[src/rtl/ifu_pkg.sv]
// Shared fetch-unit types: FSM state encoding, bus response codes and the queue entry layout.
package ifu_pkg;

    typedef enum logic [2:0] {
        IDLE = 3'd0,
        REQ  = 3'd1,
        RESP = 3'd2,
        KILL = 3'd3,
        HALT = 3'd4
    } ifu_state_e;

    localparam logic [1:0]  RESP_OKAY = 2'b00;
    localparam int unsigned INST_STEP = 4;

    localparam int unsigned FETCH_AW = 32;
    localparam int unsigned FETCH_DW = 32;

    typedef struct packed {
        logic [FETCH_AW-1:0] pc;
        logic [FETCH_DW-1:0] inst;
        logic                fault;
    } fetch_entry_t;

    function automatic logic is_misaligned(input logic [1:0] pc_lsb);
        return pc_lsb != 2'b00;
    endfunction

endpackage

[src/rtl/ifu_fetch_fifo.sv]
// Prefetch queue: DEPTH-entry FIFO, push visible at the head one cycle later, flush beats push.
// No internal backpressure: the caller's credit accounting guarantees a push never meets a full queue.
module ifu_fetch_fifo
    import ifu_pkg::*;
#(
    parameter int unsigned DEPTH   = 4,
    parameter type         entry_t = fetch_entry_t
) (
    input  logic                     clk,
    input  logic                     rst_n,
    input  logic                     push_i,
    input  entry_t                   push_dat_i,
    input  logic                     pop_i,
    input  logic                     flush_i,
    output entry_t                   head_o,
    output logic                     empty_o,
    output logic [$clog2(DEPTH):0]   count_o
);

    localparam int unsigned PW = $clog2(DEPTH);
    localparam int unsigned CW = PW + 1;
    localparam logic [CW-1:0] FULL = CW'(DEPTH);

    entry_t          mem_q [DEPTH];
    logic [PW-1:0]   wptr_q;
    logic [PW-1:0]   rptr_q;
    logic [CW-1:0]   count_q;
    logic            do_push;
    logic            do_pop;

    assign do_push = push_i && (count_q != FULL);
    assign do_pop  = pop_i && (count_q != '0);

    // Pointers are PW bits wide, so they wrap mod DEPTH for free.
    always_ff @(posedge clk or negedge rst_n) begin
        if (!rst_n) begin
            wptr_q  <= '0;
            rptr_q  <= '0;
            count_q <= '0;
        end else if (flush_i) begin
            wptr_q  <= '0;
            rptr_q  <= '0;
            count_q <= '0;
        end else begin
            if (do_push) begin
                wptr_q <= wptr_q + 1'b1;
            end
            if (do_pop) begin
                rptr_q <= rptr_q + 1'b1;
            end
            if (do_push && !do_pop) begin
                count_q <= count_q + 1'b1;
            end else if (do_pop && !do_push) begin
                count_q <= count_q - 1'b1;
            end
        end
    end

    always_ff @(posedge clk) begin
        if (do_push && !flush_i) begin
            mem_q[wptr_q] <= push_dat_i;
        end
    end

    assign head_o  = mem_q[rptr_q];
    assign empty_o = (count_q == '0);
    assign count_o = count_q;

endmodule

[src/rtl/ifu_fetch_queue.sv]
// Instruction fetch: single-outstanding sequential reads into a prefetch queue, redirect flush, fault capture.
// Head appears one cycle after the read-data handshake; requests stop when queue credit runs out.
module ifu_fetch_queue
    import ifu_pkg::*;
#(
    parameter int unsigned           ADDR_WIDTH = 32,
    parameter int unsigned           DATA_WIDTH = 32,
    parameter int unsigned           DEPTH      = 4,
    parameter logic [ADDR_WIDTH-1:0] RESET_PC   = 32'h8000_0000
) (
    input  logic                     clk,
    input  logic                     rst,
    input  logic                     redirect_valid_i,
    input  logic [ADDR_WIDTH-1:0]    redirect_pc_i,
    output logic [ADDR_WIDTH-1:0]    araddr_o,
    output logic                     arvalid_o,
    input  logic                     arready_i,
    input  logic [DATA_WIDTH-1:0]    rdata_i,
    input  logic [1:0]               rresp_i,
    input  logic                     rvalid_i,
    output logic                     rready_o,
    output logic                     out_valid_o,
    input  logic                     out_ready_i,
    output logic [ADDR_WIDTH-1:0]    out_pc_o,
    output logic [DATA_WIDTH-1:0]    out_inst_o,
    output logic                     out_fault_o,
    output logic [$clog2(DEPTH):0]   count_o
);

    localparam int unsigned CW = $clog2(DEPTH) + 1;
    localparam logic [CW-1:0] FULL    = CW'(DEPTH);
    localparam logic [CW-1:0] FULL_M1 = CW'(DEPTH - 1);

    typedef struct packed {
        logic [ADDR_WIDTH-1:0] pc;
        logic [DATA_WIDTH-1:0] inst;
        logic                  fault;
    } entry_t;

    ifu_state_e              state_q, state_d;
    logic [ADDR_WIDTH-1:0]   pc_q, pc_d;
    logic [ADDR_WIDTH-1:0]   araddr_q, araddr_d;
    logic                    kill_pend_q, kill_pend_d;
    logic                    misalign_q, misalign_d;

    logic                    push;
    entry_t                  push_dat;
    logic                    pop;
    entry_t                  head;
    logic                    empty;
    logic [CW-1:0]           count;
    logic                    rsp_ok;
    logic                    credit_idle;
    logic                    room_after_push;

    assign pop    = !empty && out_ready_i;
    assign rsp_ok = (rresp_i == RESP_OKAY);

    // Only one request is ever in flight, so credit reduces to occupancy checks.
    assign credit_idle     = (count < FULL) || pop;
    assign room_after_push = pop ? (count < FULL) : (count < FULL_M1);

    always_comb begin
        state_d     = state_q;
        pc_d        = pc_q;
        araddr_d    = araddr_q;
        kill_pend_d = kill_pend_q;
        misalign_d  = misalign_q;
        push        = 1'b0;
        push_dat    = '0;

        case (state_q)
            IDLE: begin
                if (misalign_q) begin
                    push           = 1'b1;
                    push_dat.pc    = pc_q;
                    push_dat.fault = 1'b1;
                    misalign_d     = 1'b0;
                    state_d        = HALT;
                end else if (credit_idle) begin
                    state_d = REQ;
                end
            end
            REQ: begin
                if (arready_i) begin
                    state_d     = kill_pend_q ? KILL : RESP;
                    kill_pend_d = 1'b0;
                end
            end
            RESP: begin
                if (rvalid_i) begin
                    push           = 1'b1;
                    push_dat.pc    = pc_q;
                    push_dat.inst  = rsp_ok ? rdata_i : '0;
                    push_dat.fault = !rsp_ok;
                    if (rsp_ok) begin
                        pc_d    = pc_q + ADDR_WIDTH'(INST_STEP);
                        state_d = room_after_push ? REQ : IDLE;
                    end else begin
                        state_d = HALT;
                    end
                end
            end
            KILL: begin
                if (rvalid_i) begin
                    state_d = IDLE;
                end
            end
            HALT: begin
                state_d = HALT;
            end
            default: begin
                state_d = IDLE;
            end
        endcase

        // Redirect overrides everything; an accepted AR must still be drained via KILL.
        if (redirect_valid_i) begin
            push       = 1'b0;
            pc_d       = redirect_pc_i;
            misalign_d = is_misaligned(redirect_pc_i[1:0]);
            case (state_q)
                REQ: begin
                    state_d     = arready_i ? KILL : REQ;
                    kill_pend_d = !arready_i;
                end
                RESP, KILL: begin
                    state_d = rvalid_i ? IDLE : KILL;
                end
                default: begin
                    state_d = IDLE;
                end
            endcase
        end

        if (state_d == REQ && state_q != REQ) begin
            araddr_d = pc_d;
        end
    end

    always_ff @(posedge clk or negedge rst) begin
        if (!rst) begin
            state_q     <= IDLE;
            pc_q        <= RESET_PC;
            araddr_q    <= '0;
            kill_pend_q <= 1'b0;
            misalign_q  <= 1'b0;
        end else begin
            state_q     <= state_d;
            pc_q        <= pc_d;
            araddr_q    <= araddr_d;
            kill_pend_q <= kill_pend_d;
            misalign_q  <= misalign_d;
        end
    end

    ifu_fetch_fifo #(
        .DEPTH   (DEPTH),
        .entry_t (entry_t)
    ) u_fifo (
        .clk        (clk),
        .rst_n      (rst),
        .push_i     (push),
        .push_dat_i (push_dat),
        .pop_i      (pop),
        .flush_i    (redirect_valid_i),
        .head_o     (head),
        .empty_o    (empty),
        .count_o    (count)
    );

    assign arvalid_o   = (state_q == REQ);
    assign araddr_o    = araddr_q;
    assign rready_o    = (state_q == RESP) || (state_q == KILL);
    assign out_valid_o = !empty;
    // Stale storage behind an empty queue is masked so idle outputs read as zero.
    assign out_pc_o    = empty ? '0 : head.pc;
    assign out_inst_o  = empty ? '0 : head.inst;
    assign out_fault_o = empty ? 1'b0 : head.fault;
    assign count_o     = count;

endmodule

[config.mk]
export PLATFORM = sky130hd
export DESIGN_NAME = ifu_fetch_queue
export DESIGN_NICKNAME = d
export VERILOG_FILES = /design/src/rtl/ifu_pkg.sv /design/src/rtl/ifu_fetch_fifo.sv /design/src/rtl/ifu_fetch_queue.sv
export SDC_FILE = /design/constraint.sdc
export NUM_CORES = 1
export LEC_CHECK = 0
export ABC_AREA = 1
export BUFFER_PORTS_ARGS = -buffer_cell sky130_fd_sc_hd__buf_2
export CAP_MARGIN = 20
export CORE_AREA = 2 2 169 171
export CTS_CLUSTER_SIZE = 8
export DETAILED_ROUTE_END_ITERATION = 6
export DIE_AREA = 0 0 171 173
export PLACE_DENSITY = 0.86
export SYNTH_ARGS = -nofsm -noshare
export SYNTH_HDL_FRONTEND = slang
export SYNTH_SLANG_ARGS = --single-unit
[constraint.sdc]
create_clock -name clk -period 3.85 [get_ports clk]
set_input_delay 0.1925 -clock clk [delete_from_list [all_inputs] [get_ports clk]]
set_output_delay 0.1925 -clock clk [all_outputs]
set_load 0.1 [all_outputs]
==> results.yml, run 1 <==
clocking:
  cts_buffer_depth: 3
  depth_of_the_cts_h_tree: 2
  cts_root_buffer: "clkbuf_16"
  cts_clock_pin_slew_for_the_worst_setup_and_hold_paths_ns: 0.05
  tritoncts_clock_tree: "built"
  postCtsHoldBufs: 34
  clk-insertion-delay-late_ns: 0.53
  cts.repair_timing.setup_buffer_count: 0
  cts_buffers: 47
  clock-sinks: 336
  ctsResizeCount: 0
sta:
  rsz0062_at_grt: "false"
  timing.slew.headroom_pct: 29.00
  final-setup-viol-count: 0
  maxSlewViolCount: 0
  hold_viol_final: 0
  finalCritPeriodShare_pct: 74.50
  period_needed_ns: 2.868
  actual_transition_at_the_worst_max_transition_pin_ns: 1.064
  max_freq_mhz: 348.7
  finalClockSkew_ns: 0.01875
  setup_tns_ns: 0
critical_path:
  timing.critical_path.slowest_stage_cell: "dfrtp_4"
  critical_path_class: "reg2out"
  path_max_fanout: 114
  crit_path_start_kind: "flop"
  timing.critical_path.arrival_ns: 2.68
  critical_path_cell_by_cell: "clkinv_2 > buf_12 > o21ai_0 > a21oi_1 > buf_2"
  timing.critical_path.to_type: "output pin"
  worstPathRequired_ns: 3.66
  setup.reg_to_reg.worst_slack_ns: 1.33
  max_stage_delay_ns: 0.49
synth:
  area_of_the_mapped_netlist_um2: 14550
  synth_common_cells: "372 x nor2_1, 260 x edfxtp_1, 232 x nand2_1, 128 x o21ai_0, 111 x inv_1"
  syn_avg_cell_area_um2: 9.979
  syn_inst_count: 1458
  synthArstFlopShare_pct: 22.62
  synth_edf_count: 260
  top_ff_cell_synth: "edfxtp_1"
  postSynthRegisterBits: 336
  synth_seq_area_share_pct: 66.74
  ys.warnings.count: 0
  yosys.cell_count.top_type: "nor2_1"
  synth_cell_types: 39
  netlist_top_cells_area: "edfxtp_1 54%, dfrtp_1 13%, nor2_1 9.6%"
  post-synth-top-area-cell: "edfxtp_1"
  net_count_after_synthesis: 1536
  yosysTopAreaCellShare_pct: 53.66
drt:
  drt_first_iter_violations: 1090
  drt-wirelength-per-cell_um: 17.29
  via_per_inst: 5.343
  ant_nets: 0
  drt-pass1-iter-count: 7
  drt_drc_violations_left: 0
  dr_total_vias: 10960
  finalWirelength_um: 35480
floorplan:
  initial_utilization_pct: 52.66
  total_number_of_placement_rows: 61
  die_area_um2: 29580
  chipWidth_um: 171
  top_level_ports: 175
  core_um2: 27630
  fp.dieH_um: 173
run_status:
  run_status: "completed"
layout:
  antenna_cells_inserted: 0
  layout.nets: 1736
  ratio_of_cells_with_drive_above_1_in_the_final_layout_pct: 15.95
  area_delta_synth_final_pct: 19.55
placement:
  port_buffers: 174
  detailed_place_hpwl_um: 20910
  finalWeightedCongestion: 0.9357
global_routing:
  grt_first_pass_wirelength_um: 55610
  overflow: 0
  grt_max_degree: 132
  grt_antenna_before_repair: 0
  first_global_vias: 10850
  global_route_usage_over_all_layers_pct: 23.84
job:
  drv.max_cap_violation_count: 0
hold_path:
  hold_path_class: "in2reg"
-- final cells by class --
class | instances | area [um^2]
Clock buffer | 63 | 1257
Clock inverter | 2 | 25.02
Fill cell | 2112 | 10240
Inverter | 115 | 434.2
Multi-Input combinational cell | 933 | 4121
Sequential cell | 336 | 9716
Tap cell | 378 | 473.0
Timing Repair Buffer | 225 | 1366
-- cell usage in the layout (no fill, tap or decap), types with 16 or more instances in the layout --
cell	n
dfrtp_1	73
edfxtp_1	260
o21ai_0	128
buf_2	173
nand3_1	57
nor2_1	368
clkbuf_16	48
o21ai_1	22
nand2_1	232
dlygate4sd3_1	34
buf_4	16
a21oi_1	71
inv_1	110
-- path summary, 6_finish.rpt --
| path | start | end | cells past startpoint |
|---|---|---|---|
| worst min register to register | araddr_o[21] | araddr_o[21] | 2 |
| max in group asynchronous | rst | u_fifo.rptr_q[0] | 2 |
| worst min-delay path | arready_i | flop | 4 |
| worst max register to register | state_q[2] | araddr_o[13] | 9 |
| worst max-delay path | u_fifo.rptr_q[0] | out_pc_o[31] | 5 |
| min in group asynchronous | rst | araddr_o[29] | 2 |
-- logic make-up after synthesis --
logic type	count (synthesis)	share of synthesized area, %
compound gates	229	8.007
buf+inv	189	5.169
flops	336	66.74
fa+ha+maj	6	0.5676
simple gates	694	19.27
xor+xnor	4	0.2408
-- through the flow --
| step | cells | setup slack [ns] | cell area (um^2) | hold slack, ns | util (%) |
|---|---|---|---|---|---|
| 6_report | 2052 | 0.9819 | 17390 | 0.04207 | 62.95 |
| 5_1_grt | 2052 | 0.8191 | 17390 | 0.03173 | 62.95 |
| 3_3_place_gp | 1953 | 1.387 | 15770 | 0.3856 | 57.08 |
| 4_1_cts | 2052 | 1.008 | 17390 | 0.01933 | 62.95 |
| 3_5_place_dp | 1953 | 1.354 | 15770 | 0.3914 | 57.08 |
| 2_1_floorplan | 1458 | -0.8857 | 14550 | -0.1031 | - |
-- critical path: cells and delay by family, from the launching register on --
| family | cells | cell delay, ns |
|---|---|---|
| buf+inv | 3 | 1.06 |
| flops | 1 | 0.49 |
| compound gates | 2 | 0.46 |
-- metal layers --
| layer | up-vias | global-route usage (%) | wire (um) |
|---|---|---|---|
| li1 | 5227 | - | - |
| met1 | 5169 | 32.80 | 14990 |
| met2 | 507 | 39.23 | 17070 |
| met3 | 60 | 3.891 | 2775 |
| met4 | 0 | 7.097 | 644 |
| met5 | - | 0 | 0 |
-- state kept, by name, indices dropped and copies added (netlist names), named ones only --
name            flops
araddr_o           32
misalign_q          1
u_fifo.mem_q      260
u_fifo.wptr_q       2
u_fifo.rptr_q       2
pc_q               32
u_fifo.count_o      3
state_q             3
Power of run 1 is not shown: default switching activity piles up to over one toggle a cycle in this logic, so the estimate is an artifact.
==> run 2: changes to the inputs <==
Settings changed: CORE_AREA 2 2 169 171 to 2 2 162 164, DIE_AREA 0 0 171 173 to 0 0 164 166, PLACE_DENSITY 0.86 to 0.89.
Clock period 3.85 ns to 2.7 ns, I/O delays scaled along.
==> run 2 against run 1 <==
Compared with the run above: die area decreased by 8.0%; critical path depth increased by 1; utilization increased by 7.3 points; sequential share of layout area decreased by 1.8 points; clock-buffer cell count decreased by 2; design area increased by 3.4%; global-route usage increased by 1.8 points; via count increased by 2.8%; worst setup slack got worse by 0.92 ns; register-to-register slack got worse by 0.85 ns; cell count decreased by 0.34%; highest routed layer unchanged.
==> results.yml, run 2 (same netlist as run 1, synthesis figures left out) <==
layout:
  mostFrequentLayoutCell: "nor2_1"
  antenna_cells_inserted: 0
  registers.top_by_ff_count: "u_fifo.mem_q"
  area_delta_synth_final_pct: 23.62
  layout.cells.most_common_list: "368 x nor2_1, 260 x edfxtp_1, 231 x nand2_1"
  largest_register_ffs: 260
  ratio_of_cells_with_drive_above_1_in_the_final_layout_pct: 17.37
  fill_cells: 1666
  layout.nets: 1774
  fin_cells: 2045
global_routing:
  first_global_vias: 11200
  grt_antenna_before_repair: 1
  overflow: 0
  global_route_usage_over_all_layers_pct: 25.69
  grt_first_pass_wirelength_um: 55100
  grt_max_degree: 85
drt:
  ant_nets: 0
  dr_total_vias: 11270
  met2_wirelength_um: 17350
  finalWirelength_um: 35400
  drt_drc_violations_left: 0
  via_per_inst: 5.513
  routedLengthMet1_um: 14260
  route.met3.wl_um: 2930
  drt_first_iter_violations: 1209
  drt-wirelength-per-cell_um: 17.31
  drt-pass1-iter-count: 6
  dr.max_layer_used: "met4"
job:
  drv.max_cap_violation_count: 0
clocking:
  cts_buffers: 47
  tritoncts_clock_tree: "built"
  clock-sinks: 336
  depth_of_the_cts_h_tree: 2
  clk-insertion-delay-late_ns: 0.54
  cts_root_buffer: "clkbuf_16"
  cts_buffer_depth: 3
  cts_clock_pin_slew_for_the_worst_setup_and_hold_paths_ns: 0.05
sta:
  final-setup-viol-count: 0
  finalCritPeriodShare_pct: 97.86
  maxSlewViolCount: 0
  fin_hold_ws_ns: 0.01466
  hold_viol_final: 0
  setup_tns_ns: 0
  max_freq_mhz: 378.5
  period_needed_ns: 2.642
  timing.slew.headroom_pct: 41.16
  actual_transition_at_the_worst_max_transition_pin_ns: 0.8826
  finalClockSkew_ns: 0.01370
pwr:
  totalPowerFinal_uw: 23150
  leakage_uw: 0.007481
  power.ir.vdd_worst_v: 0.001267
  cellPowerDensity_nw_per_um2: 1287
critical_path:
  crit_start: "u_fifo.rptr_q[0]"
  path_max_fanout: 84
  timing.critical_path.arrival_ns: 2.51
  timing.critical_path.to_type: "output pin"
  worstPathRequired_ns: 2.57
  critical_path_class: "reg2out"
  rr_startpoint: "state_q[0]"
  crit_path_start_kind: "flop"
hold_path:
  hp-start: "rdata_i[5]"
  hold_path_class: "in2reg"
placement:
  port_buffers: 174
  detailed_place_hpwl_um: 20300
  numPlacedInstances: 1917
  finalWeightedCongestion: 0.9054
floorplan:
  initial_utilization_pct: 56.80
  chipWidth_um: 164
  total_number_of_placement_rows: 59
  die_area_um2: 27220
  top_level_ports: 175
  fp.dieH_um: 166
  core_um2: 25620
run_status:
  run_status: "completed"
[run 2: final timing paths]
path                            cells after the start                  to  slack (ns)
min in group asynchronous                           2        araddr_o[19]        0.21
worst min-delay path                                3  u_fifo.mem_q[2][6]        0.01
max in group asynchronous                           3         araddr_o[3]        1.85
worst min register to register                      2        araddr_o[24]        0.48
worst max register to register                     10   u_fifo.count_o[2]        0.48
worst max-delay path                                6       out_inst_o[8]        0.06
[run 2: stage by stage]
stage	cell area [um^2]	setup slack, ns	utilization (%)
finish	17990	0.05771	70.21
global route	17990	-0.05448	70.21
CTS	17860	0.007997	69.72
detailed placement	15950	0.5114	62.25
global placement	15950	0.5991	62.25
floorplan	14670	-0.5383	-
[run 2: timing repair]
item                                    in CTS  in global routing
hold buffers                                65                  0
endpoints found under the setup margin       2                 47
gates resized for setup                      2                 52
setup buffers                                0                  0
endpoints found under the hold margin      238                  0
[run 2: area by class of cell]
| class | instances | area (um^2) | share of cell area (%) |
|---|---|---|---|
| clock buffers | 61 | 1229 | 6.831 |
| clock inverters | 2 | 28.78 | 0.1600 |
| inverters | 115 | 434.2 | 2.414 |
| multi-input cells | 933 | 4213 | 23.42 |
| flip-flops and latches | 336 | 9718 | 54.03 |
| well taps | 335 | 419.2 | 2.330 |
| repair buffers | 263 | 1944 | 10.81 |
[run 2: layer usage]
metal | GRT usage (%) | vias to the layer above
met5 | 0 | -
met4 | 10.03 | 0
met3 | 4.895 | 83
met2 | 42.60 | 556
met1 | 33.65 | 5342
li1 | - | 5293
[run 2: report_power, final]
part | switching (uW) | leakage (uW) | internal [uW]
Sequential | 376 | 0.00335 | 6470
Combinational | 9290 | 0.00352 | 1910
Clock | 1980 | 0.000610 | 3120
[run 2: critical path, cell delays in order (launching register included)]
cell and delay (ns):
dfrtp_4 0.64, buf_16 0.33, nor2_1 0.09, nor2_1 0.09, o21ai_0 0.11, a21oi_1 0.18
buf_2 0.45
Note: power is estimated with default switching activity, not from simulation.
==> run 3: changes to the inputs <==
Settings changed: CORE_AREA 2 2 162 164 to 2 2 159 161, CTS_BUF_LIST set to sky130_fd_sc_hd__clkbuf_4, DIE_AREA 0 0 164 166 to 0 0 161 163, PLACE_DENSITY 0.89 to 0.91.
==> run 3 against run 2 <==
Compared with the run above: hold slack better by 0.025 ns; combinational power hardly changed; design area is 0.57% lower; clock power is 22% lower; sequential power hardly changed; clock skew is 0.033 ns higher; critical path depth stayed put; total power is 3.8% lower; routed wire length is 11% higher; critical path type unchanged; critical endpoint is now out_inst_o[31].
==> results.yml, run 3 (same netlist as run 1, synthesis figures left out) <==
run_status:
  run_status: "completed"
critical_path:
  r2r_end: "pc_q[2]"
  worstPathRequired_ns: 2.57
  worst_path_buf_inv: 2
  rr_startpoint: "state_q[2]"
  path_max_fanout: 56
  timing.critical_path.max_delay_family: "buffers and inverters"
  critical_path_cell_by_cell: "buf_12 > nor2_1 > nor2_1 > o21ai_0 > a21oi_1 > buf_2"
  timing.critical_path.arrival_ns: 2.51
  crit_path_start_kind: "flop"
  timing.critical_path.slowest_stage_cell: "dfrtp_4"
  critical_path_class: "reg2out"
  timing.critical_path.to_type: "output pin"
  r2r_depth: 5
  max_stage_delay_ns: 0.54
  setup.reg_to_reg.worst_slack_ns: 0.42
  path_common_cell: "nor2_1"
placement:
  detailed_place_hpwl_um: 21390
  port_buffers: 174
  numPlacedInstances: 1911
  finalWeightedCongestion: 0.8948
  preCtsSetupSlack_ns: 0.4050
floorplan:
  chipWidth_um: 161
  top_level_ports: 175
  die_area_um2: 26240
  initial_utilization_pct: 58.97
  total_number_of_placement_rows: 58
  core_um2: 24670
  fp.dieH_um: 163
global_routing:
  overflow: 0
  grt_antenna_before_repair: 0
  grt_first_pass_wirelength_um: 60860
  global_route_usage_over_all_layers_pct: 29.77
  grt_max_degree: 79
  first_global_vias: 11920
layout:
  area_delta_synth_final_pct: 22.92
  fin_cells: 2135
  registers.top_by_ff_count: "u_fifo.mem_q"
  layout.nets: 1824
  mostFrequentLayoutCell: "nor2_1"
  multi_input_combinational_cell_area_um2: 4209
  ratio_of_cells_with_drive_above_1_in_the_final_layout_pct: 20.61
  largest_register_ffs: 260
  regArea_um2: 9721
  antenna_cells_inserted: 0
  layout.cells.most_common_list: "368 x nor2_1, 260 x edfxtp_1, 231 x nand2_1"
  fill_cells: 1588
  postLayoutCoreUtil_pct: 72.48
sta:
  final-setup-viol-count: 0
  max_freq_mhz: 378.8
  timing.slew.headroom_pct: 32.72
  maxSlewViolCount: 0
  hold_viol_final: 0
  finalCritPeriodShare_pct: 97.79
  actual_transition_at_the_worst_max_transition_pin_ns: 1.008
  final_critical_path_setup_slack_ns: 0.05977
  period_needed_ns: 2.640
  fin_hold_ws_ns: 0.03972
  finalClockSkew_ns: 0.04666
drt:
  drt_drc_violations_left: 0
  dr_total_vias: 12060
  ant_nets: 0
  dr.max_layer_used: "met4"
  routedLengthMet1_um: 15100
  via_per_inst: 5.646
  drt-pass1-iter-count: 7
  drt-wirelength-per-cell_um: 18.43
  met2_wirelength_um: 19740
  route.met3.wl_um: 3336
  drt_first_iter_violations: 1283
  finalWirelength_um: 39350
job:
  drv.max_cap_violation_count: 0
pwr:
  leakage_uw: 0.007534
  power.ir.vdd_worst_v: 0.001408
  cellPowerDensity_nw_per_um2: 1245
clocking:
  cts_buffers: 81
  clock-sinks: 336
  tritoncts_clock_tree: "built"
  clk-insertion-delay-late_ns: 0.69
  depth_of_the_cts_h_tree: 3
  cts_root_buffer: "clkbuf_4"
  cts_clock_pin_slew_for_the_worst_setup_and_hold_paths_ns: 0.08
  cts_buffer_depth: 3
hold_path:
  hold_path_class: "in2async"
==> run 3: cell type report <==
class	count	share of cell area [%]
clock buffers	119	4.995
clock inverters	23	0.5037
inverters	115	2.428
multi-input cells	933	23.54
flip-flops and latches	336	54.36
well taps	330	2.309
repair buffers	279	11.87
==> run 3: worst max-delay path by stage <==
stage                      startpoint              to  slack [ns]  cells after the start
floorplan           u_fifo.count_o[2]  out_inst_o[22]       -0.54                      4
global placement     u_fifo.rptr_q[0]  out_inst_o[11]        0.49                      6
detailed placement   u_fifo.rptr_q[0]    out_pc_o[23]        0.40                      6
CTS                  u_fifo.rptr_q[0]     out_pc_o[6]       0.006                      5
global route         u_fifo.rptr_q[0]  out_inst_o[31]       -0.01                      6
finish               u_fifo.rptr_q[0]  out_inst_o[31]        0.06                      6
==> run 3: timing repair <==
item	CTS	global route
buffers inserted	0	2
endpoints found under the hold margin	259	0
hold buffers	80	0
setup endpoints to repair	66	41
resized for setup	58	12
==> run 3: per-layer routing <==
layer / vias up / GRT usage [%]
met2: 758 / 51.74
met1: 5726 / 37.53
li1: 5465 / -
met3: 106 / 5.118
met5: - / 0
met4: 0 / 11.89
==> run 3: power breakdown <==
group | switching, uW | internal (uW)
Clock | 1960 | 2020
Combinational | 9440 | 2010
Sequential | 384 | 6460
Total | 11800 | 10500
==> run 3: per-stage QoR <==
stage           TNS, ns  area (um^2)  total power (uW)
5_1_grt        -0.01136        17880             23080
6_report              0        17880             22270
3_5_place_dp          0        15900             17690
4_1_cts               0        17830             22050
3_3_place_gp          0        15900             17510
2_1_floorplan    -47.69        14670             15720
==> run 3: worst reg2reg max path, cell delays in order (launching register included) <==
cell	delay (ns)
dfrtp_1	0.43
nor2_4	0.21
nand4_2	0.43
xor2_1	0.30
o21ai_0	0.27
dlygate4sd3_1	0.59
